**src/rtl/nn_result_display.sv**
```systemverilog
// Latches the NN argmax class on done's rising edge and shows it on one active-low 7-segment digit.
// A spinner runs while an inference is in flight. Optional NN_RESULT_COUNT_EN builds the completed-inference counter.
module nn_result_display #(
  parameter int SPIN_DIV = 25000,
  parameter int CNT_W    = 8
) (
  input  logic             clk,
  input  logic             reset,
  input  logic             start,
  input  logic             done,
  input  logic [3:0]       argmax_output,
  output logic [6:0]       hex_out,
  output logic [3:0]       result_digit,
  output logic             result_valid,
  output logic             error,
  output logic             busy,
  output logic [CNT_W-1:0] infer_count
);

  localparam int SPIN_W = (SPIN_DIV > 1) ? $clog2(SPIN_DIV) : 1;
  localparam logic [SPIN_W-1:0] SPIN_MAX = SPIN_W'(SPIN_DIV - 1);

  typedef enum logic [1:0] {
    IDLE = 2'd0,
    RUN  = 2'd1,
    SHOW = 2'd2,
    ERR  = 2'd3
  } state_t;

  state_t            state_r, state_next_s;
  logic              start_q_r, done_q_r;
  logic              start_rise_s, done_rise_s, digit_ok_s;
  logic [SPIN_W-1:0] spin_cnt_r;
  logic [2:0]        spin_idx_r;
  logic [6:0]        hex_next_s;

  function automatic logic [6:0] digit_seg(input logic [3:0] d);
    logic [6:0] seg;
    case (d)
      4'd0:    seg = 7'h40;
      4'd1:    seg = 7'h79;
      4'd2:    seg = 7'h24;
      4'd3:    seg = 7'h30;
      4'd4:    seg = 7'h19;
      4'd5:    seg = 7'h12;
      4'd6:    seg = 7'h02;
      4'd7:    seg = 7'h78;
      4'd8:    seg = 7'h00;
      4'd9:    seg = 7'h10;
      default: seg = 7'h7F;
    endcase
    return seg;
  endfunction

  function automatic logic [6:0] spin_seg(input logic [2:0] idx);
    logic [6:0] seg;
    case (idx)
      3'd0:    seg = 7'b1111110;
      3'd1:    seg = 7'b1111101;
      3'd2:    seg = 7'b1111011;
      3'd3:    seg = 7'b1110111;
      3'd4:    seg = 7'b1101111;
      3'd5:    seg = 7'b1011111;
      default: seg = 7'b1111111;
    endcase
    return seg;
  endfunction

  assign start_rise_s = start & ~start_q_r;
  assign done_rise_s  = done & ~done_q_r;
  assign digit_ok_s   = (argmax_output <= 4'd9);

  // Next-state logic; a done edge in RUN takes priority over a start edge
  always_comb begin
    state_next_s = state_r;
    case (state_r)
      IDLE: begin
        if (start_rise_s) state_next_s = RUN;
        else              state_next_s = IDLE;
      end
      RUN: begin
        if (done_rise_s) state_next_s = digit_ok_s ? SHOW : ERR;
        else             state_next_s = RUN;
      end
      SHOW, ERR: begin
        if (start_rise_s) state_next_s = RUN;
        else              state_next_s = state_r;
      end
      default: state_next_s = IDLE;
    endcase
  end

  // Display glyph from the current state; registered below so it trails the state by one clock
  always_comb begin
    hex_next_s = 7'h7F;
    case (state_r)
      IDLE:    hex_next_s = 7'h7F;
      RUN:     hex_next_s = spin_seg(spin_idx_r);
      SHOW:    hex_next_s = digit_seg(result_digit);
      ERR:     hex_next_s = 7'b0000110;
      default: hex_next_s = 7'h7F;
    endcase
  end

  // State, edge detectors, latched result and status flags
  always_ff @(posedge clk or posedge reset) begin
    if (reset) begin
      state_r      <= IDLE;
      start_q_r    <= 1'b0;
      done_q_r     <= 1'b0;
      result_digit <= 4'd0;
      result_valid <= 1'b0;
      error        <= 1'b0;
      busy         <= 1'b0;
      hex_out      <= 7'h7F;
    end else begin
      state_r      <= state_next_s;
      start_q_r    <= start;
      done_q_r     <= done;
      result_valid <= (state_next_s == SHOW);
      error        <= (state_next_s == ERR);
      busy         <= (state_next_s == RUN);
      hex_out      <= hex_next_s;
      if (state_r == RUN && done_rise_s && digit_ok_s) begin
        result_digit <= argmax_output;
      end
    end
  end

  // Spinner timing; held at zero outside RUN so every entry into RUN starts at segment a
  always_ff @(posedge clk or posedge reset) begin
    if (reset) begin
      spin_cnt_r <= '0;
      spin_idx_r <= 3'd0;
    end else if (state_r != RUN) begin
      spin_cnt_r <= '0;
      spin_idx_r <= 3'd0;
    end else if (spin_cnt_r == SPIN_MAX) begin
      spin_cnt_r <= '0;
      spin_idx_r <= (spin_idx_r == 3'd5) ? 3'd0 : spin_idx_r + 3'd1;
    end else begin
      spin_cnt_r <= spin_cnt_r + SPIN_W'(1);
    end
  end

`ifdef NN_RESULT_COUNT_EN
  logic [CNT_W-1:0] infer_count_r;

  // Counts every RUN exit caused by a done edge, valid or error class alike
  always_ff @(posedge clk or posedge reset) begin
    if (reset) begin
      infer_count_r <= '0;
    end else if (state_r == RUN && done_rise_s) begin
      infer_count_r <= infer_count_r + CNT_W'(1);
    end else begin
      infer_count_r <= infer_count_r;
    end
  end

  assign infer_count = infer_count_r;
`else
  assign infer_count = {CNT_W{1'b0}};
`endif

endmodule

```
**config.mk**
```make
export PLATFORM = sky130hd
export DESIGN_NAME = nn_result_display
export DESIGN_NICKNAME = d
export VERILOG_FILES = /design/src/rtl/nn_result_display.sv
export SDC_FILE = /design/constraint.sdc
export NUM_CORES = 1
export LEC_CHECK = 0
export ABC_AREA = 1
export CORE_MARGIN = 4
export CORE_UTILIZATION = 26
export DETAILED_ROUTE_END_ITERATION = 16
export PLACE_DENSITY_LB_ADDON = 0.25
export SETUP_SLACK_MARGIN = 0.1
export SLEW_MARGIN = 20
export SYNTH_ARGS = -nofsm -noshare
export SYNTH_HDL_FRONTEND = slang
export SYNTH_SLANG_ARGS = --single-unit
```
**constraint.sdc**
```tcl
create_clock -name clk -period 1.62 [get_ports clk]
set_input_delay 0.324 -clock clk [delete_from_list [all_inputs] [get_ports clk]]
set_output_delay 0.324 -clock clk [all_outputs]
set_load 0.02 [all_outputs]
```
# After elaboration in Yosys (flattened, before gate mapping)
# Memories as Yosys holds them, arrays and structs flattened.
# Cells that the tools add are included.
dict set report word_totals {
  inputBits 8
  out_inout_bits 22
  mem_count 1
  ramBits 0
  reg_bits 36
  romBits 112
  latchBits 0
  word_cells 49
}
dict set report classes {
  n_shift 0
  n_div 0
  mux 12
  addsub 2
  reduce_logical 6
  eq_ne 13
  mul 0
  n_bitwise 4
  n_lt_le_gt_ge 1
}
# name depth width read_ports rd_clocked_by_memory_dff wr line
set mem_list {}
lappend mem_list {{(name not given)} 16 7 1 0 0 39} ;# case (d)
# cell n
set ops {}
lappend ops {{6-bit case mux with 6 select lines} 1}
lappend ops {{15-bit 2-to-1 mux} 2}
lappend ops {{7-bit case mux with 4 select lines} 1}
lappend ops {{15-bit by 1-bit adder with 15-bit output (second input constant)} 1}
lappend ops {{15-bit == test (second input constant)} 1}
lappend ops {{3-bit 2-to-1 mux} 3}
lappend ops {{2-bit == test (second input constant)} 4}
lappend ops {{3-bit by 2-bit == test with 1-bit output (second input constant)} 2}
lappend ops {{3-bit == test (second input constant)} 2}
lappend ops {{2-bit case mux with 3 select lines} 1}
lappend ops {{2-bit by 1-bit == test with 1-bit output (second input constant)} 2}
lappend ops {{4-bit <= comparator (second input constant)} 1}
lappend ops {{2-bit 2-to-1 mux} 2}
lappend ops {{3-bit by 1-bit adder with 3-bit output (second input constant)} 1}
lappend ops {{3-bit by 1-bit == test with 1-bit output (second input constant)} 1}
lappend ops {{3-bit zero test} 1}
lappend ops {{1-bit bitwise AND} 2}
lappend ops {{1-bit logical AND} 2}
lappend ops {{2-bit zero test} 1}
lappend ops {{1-bit 2-to-1 mux} 2}
lappend ops {{2-bit by 1-bit != test with 1-bit output (second input constant)} 1}
lappend ops {{1-bit NOT} 2}
lappend ops {{2-bit nonzero test} 1}
lappend ops {{2-bit OR reduction} 1}

# Longest topological paths before layout
dict set report logic_depth {
  depth_word 5
  mapped_depth 8
  ltp_nobuf 8
}

# Least setup slack after synthesis
# Ideal clock, no wire load.
dict set report synth_timing {
  path_type {reg-to-reg}
  start {register result_digit[1]}
  end {register hex_out[3]}
  path_stages_with_launch 6
  required_time_ps 1531
  synth_period_minus_slack_ps 1300
  n_path_buf 0
  setup_slack_ps 320
  setup_time_ps 89
  t_arrival_ps 1211
  cell_sequence {dfrtp_1 inv_1 ha_1 a21oi_1 o21ai_1 o211ai_1}
}
dict set report synth_via {
  elab_chain_len 2
}
# element line
set synth_lines {}
lappend synth_lines {{start: declaration} 13} ;# output logic [3:0] result_digit,
lappend synth_lines {{start signal: assignment} 125} ;# result_digit <= argmax_output;
lappend synth_lines {{memory read 16 x 7 bit} n/a}
lappend synth_lines {{7-bit case mux with 4 select lines} 96} ;# case (state_r)
lappend synth_lines {{net hex_next_s[3]} 35} ;# logic [6:0] hex_next_s;
lappend synth_lines {{end signal: assignment} 123} ;# hex_out <= hex_next_s;
lappend synth_lines {{end: declaration} 12} ;# output logic [6:0] hex_out,
# The timed path passes the listed nets, and every way through them passes these cells.
# A chain may end at the register's enable or synchronous reset.

# Worst setup path in the final report
dict set report layout_timing {
  start {register hex_out[0]}
  end {output hex_out[0]}
}
# No word-level cell between the ends.

==> run summary <==
Reg2Reg Setup Slack: 240 ps
Final Max Slew Viols: 0
Ant diodes: 0
Global Route Usage Sum: 9.86%
DRC violations left: 0
Worst-case reg-to-reg path depth: 8
Min Tclk post-route: 1450 ps
CP Cell Sequence: dlygate4sd2_1
Layout area overhead: 21.6%
Grt met1 use: 12.8%
Fmax: 691 MHz
Final hold violation count: 0
Final Setup Violations: 0
Max cap viols: 0
DR vias: 1615
Antenna violations before repair: 0
Post-Syn Instances: 246
Grt met3 use: 2.60%
# rows: 31
Layout cells sized above 1: 13.5%
CTS tree: yes
Post-DP HPWL: 3.17 mm
1st-pass router iterations: 4
Number of distinct library cells after synthesis: 30
CP required: 1300 ps
HP Class: in -> async
Run status: complete, no violations
Startpoint Class: register
PnR worst setup slack: 173 ps
Clock Skew: 12.9 ps
GRT Residual Overflow: 0
DRT iter0 DRCs: 145
Slowest CP cell: dfstp_2
# H-tree levels: 2
DIE AREA: 9040 um^2
Final GP Congestion: 0.794
Vias in the first global route: 1528
Seq/Total Area, Yosys: 46.1%
Fillers: 767
Total CTS buffers: 5
Arrival time at the worst endpoint: 1120 ps
Clk sinks: 36
Nets@finish: 290
Crit path max fanout: 1
IO Port Bufs: 21
CTS max path bufs: 2
Lkg Pwr: 0.00103 uW
Post-Route WL: 4.11 mm
Register Area: 910 um^2
CP Class: reg -> out
Starting density of the core: 26.9%
Die height: 95.1 um
Syn Area/Cell: 8.02 um^2
Hold buffers post-CTS: 0
GRT met2 Usage: 15.4%
I/O pin cnt: 30
RSZ-0062 raised after global routing: no
Synth Register Bits: 36
WP buf/inv: 1
Sum of negative setup slack: 0 ps
CORE AREA: 7330 um^2
Multi-input logic area: 916 um^2
Final Cycle Share: 89.3%
Worst-path clk slew: 90 ps
Worst skew pair latency: 290 ps
RR Endpoint: spin_cnt_r[7]
Largest net degree at the start of global routing: 37
Largest area contributor in the netlist: dfrtp_1
Synth warnings: 0
Worst path top cell family by delay: flip-flops
Width of the chip: 95.1 um
Antenna viol nets, final: 0
Top Usage Layer GRT: met2
Vias/cell: 4.32
CP max stage delay: 520 ps
Synth Cell Area: 1970 um^2
Root cell of the clock tree: clkbuf_8
Share of the synthesized area in the top cell type: 36.8%
Worst r2r src: spin_cnt_r[0]
CP Capture Type: output pin
Synth top area cells: dfrtp_1 (37%), nand2_1 (9.7%), dfstp_2 (9.3%)
Pre-CTS WS: 151 ps
Drt wl/cell: 11.0 um
Pwr Density: 1290 nW/um^2
VDD IR max: 548 uV
First-pass GRT wire length: 7.01 mm
## repair_timing
item                                   in CTS  in global routing
setup endpoints to repair                  14                  7
endpoints found under the hold margin       0                  0
resized for setup                          14                  2
setup buffers                               0                  0
pin swaps                                   0                  1
## flip-flops by register name (all words and copies together), names as in the netlist
name	count
spin_cnt_r	15
hex_out	7
result_digit	4
spin_idx_r	3
state_r	2
busy	1
done_q_r	1
error	1
result_valid	1
start_q_r	1
## metal layers
metal / part of all wire (%) / wire [um] / up-vias
met5: 0 / 0 / -
met1: 50 / 2040 / 752
li1: - / - / 824
met4: 1.5 / 62 / 0
met3: 4.2 / 174 / 4
met2: 45 / 1830 / 35
## Yosys cell counts
cell type  instances
nand2_2            1
nand2_1           51
and2_1             1
nor4_1             1
nor2_4             2
o211ai_1           4
xor2_1             4
o21a_1             1
nor3_2             2
clkinv_1           2
nor3_1             6
buf_4              8
o21ai_0            6
o22ai_2            1
nor2_1            42
o21ai_1            8
o21ai_2            2
nand4_1            1
nand4_2            1
nor2_2             4
o21bai_1           1
ha_1               8
a21oi_1            5
conb_1             1
a32oi_1            1
dfrtp_1           29
nand3_1           16
inv_1             24
inv_2              6
dfstp_2            7
## cells in the final DEF (no fill, tap or decap), types with 2 or more instances in the layout
cell and n:
clkbuf_8 5, inv_1 24, nor2_4 2, o21ai_0 6, dfstp_2 7, nor2_1 42, clkdlybuf4s50_1 7, dlygate4sd2_1 14
xor2_1 4, dfrtp_1 29, o211ai_1 4, nand2_1 51, nor3_2 2, inv_2 6, nand3_1 15, nor3_1 6
conb_1 8, a21oi_1 5, o21ai_1 8, ha_1 7, nor2_2 4, clkinv_1 2, o21ai_2 2
## report_power, final
group	internal (uW)	leakage (uW)	switching, uW
clock	464	0.0000548	348
combinational	359	0.000523	679
sequential	1100	0.000456	152
## kinds of logic after synthesis
logic type      share of synthesized area [%]
compound gates                           9.07
xor+xnor                                 1.78
fa+ha+maj                                5.08
buf+inv                                  9.14
flops                                    46.1
other cells                             0.190
simple gates                             28.6
## area by class of cell
cell class / instances / area share [%]
sequential: 36 / 37.9
clock buffer: 5 / 2.87
tap: 99 / 5.17
clock inverter: 3 / 1.93
multi-input combinational: 177 / 38.2
inverter: 32 / 5.01
timing repair buffer: 22 / 8.87
## worst max path at each step
stage,start,endpoint,slack [ps],depth (start not counted)
after detailed placement,done,result_valid,150,5
after floorplan,result_digit[1],hex_out[3],320,5
after global routing,spin_cnt_r[1],spin_cnt_r[8],100,8
final,hex_out[0],hex_out[0],170,1
after CTS,hex_out[0],hex_out[0],150,1
after global placement,done,result_valid,160,5
## metrics by stage
| stage | total power (uW) | hold WS, ps | util (%) | cell area, um^2 | cells |
|---|---|---|---|---|---|
| 3_3_place_gp | 2420 | 444 | 31.3 | 2290 | 366 |
| 3_5_place_dp | 2420 | 457 | 31.3 | 2290 | 366 |
| 5_1_grt | 3330 | 381 | 32.7 | 2400 | 374 |
| 2_1_floorplan | 1980 | 355 | - | 2000 | 253 |
| 4_1_cts | 3150 | 366 | 32.6 | 2390 | 374 |
| 6_report | 3100 | 369 | 32.7 | 2400 | 374 |
No activity file was read; power rests on OpenSTA's default activity.
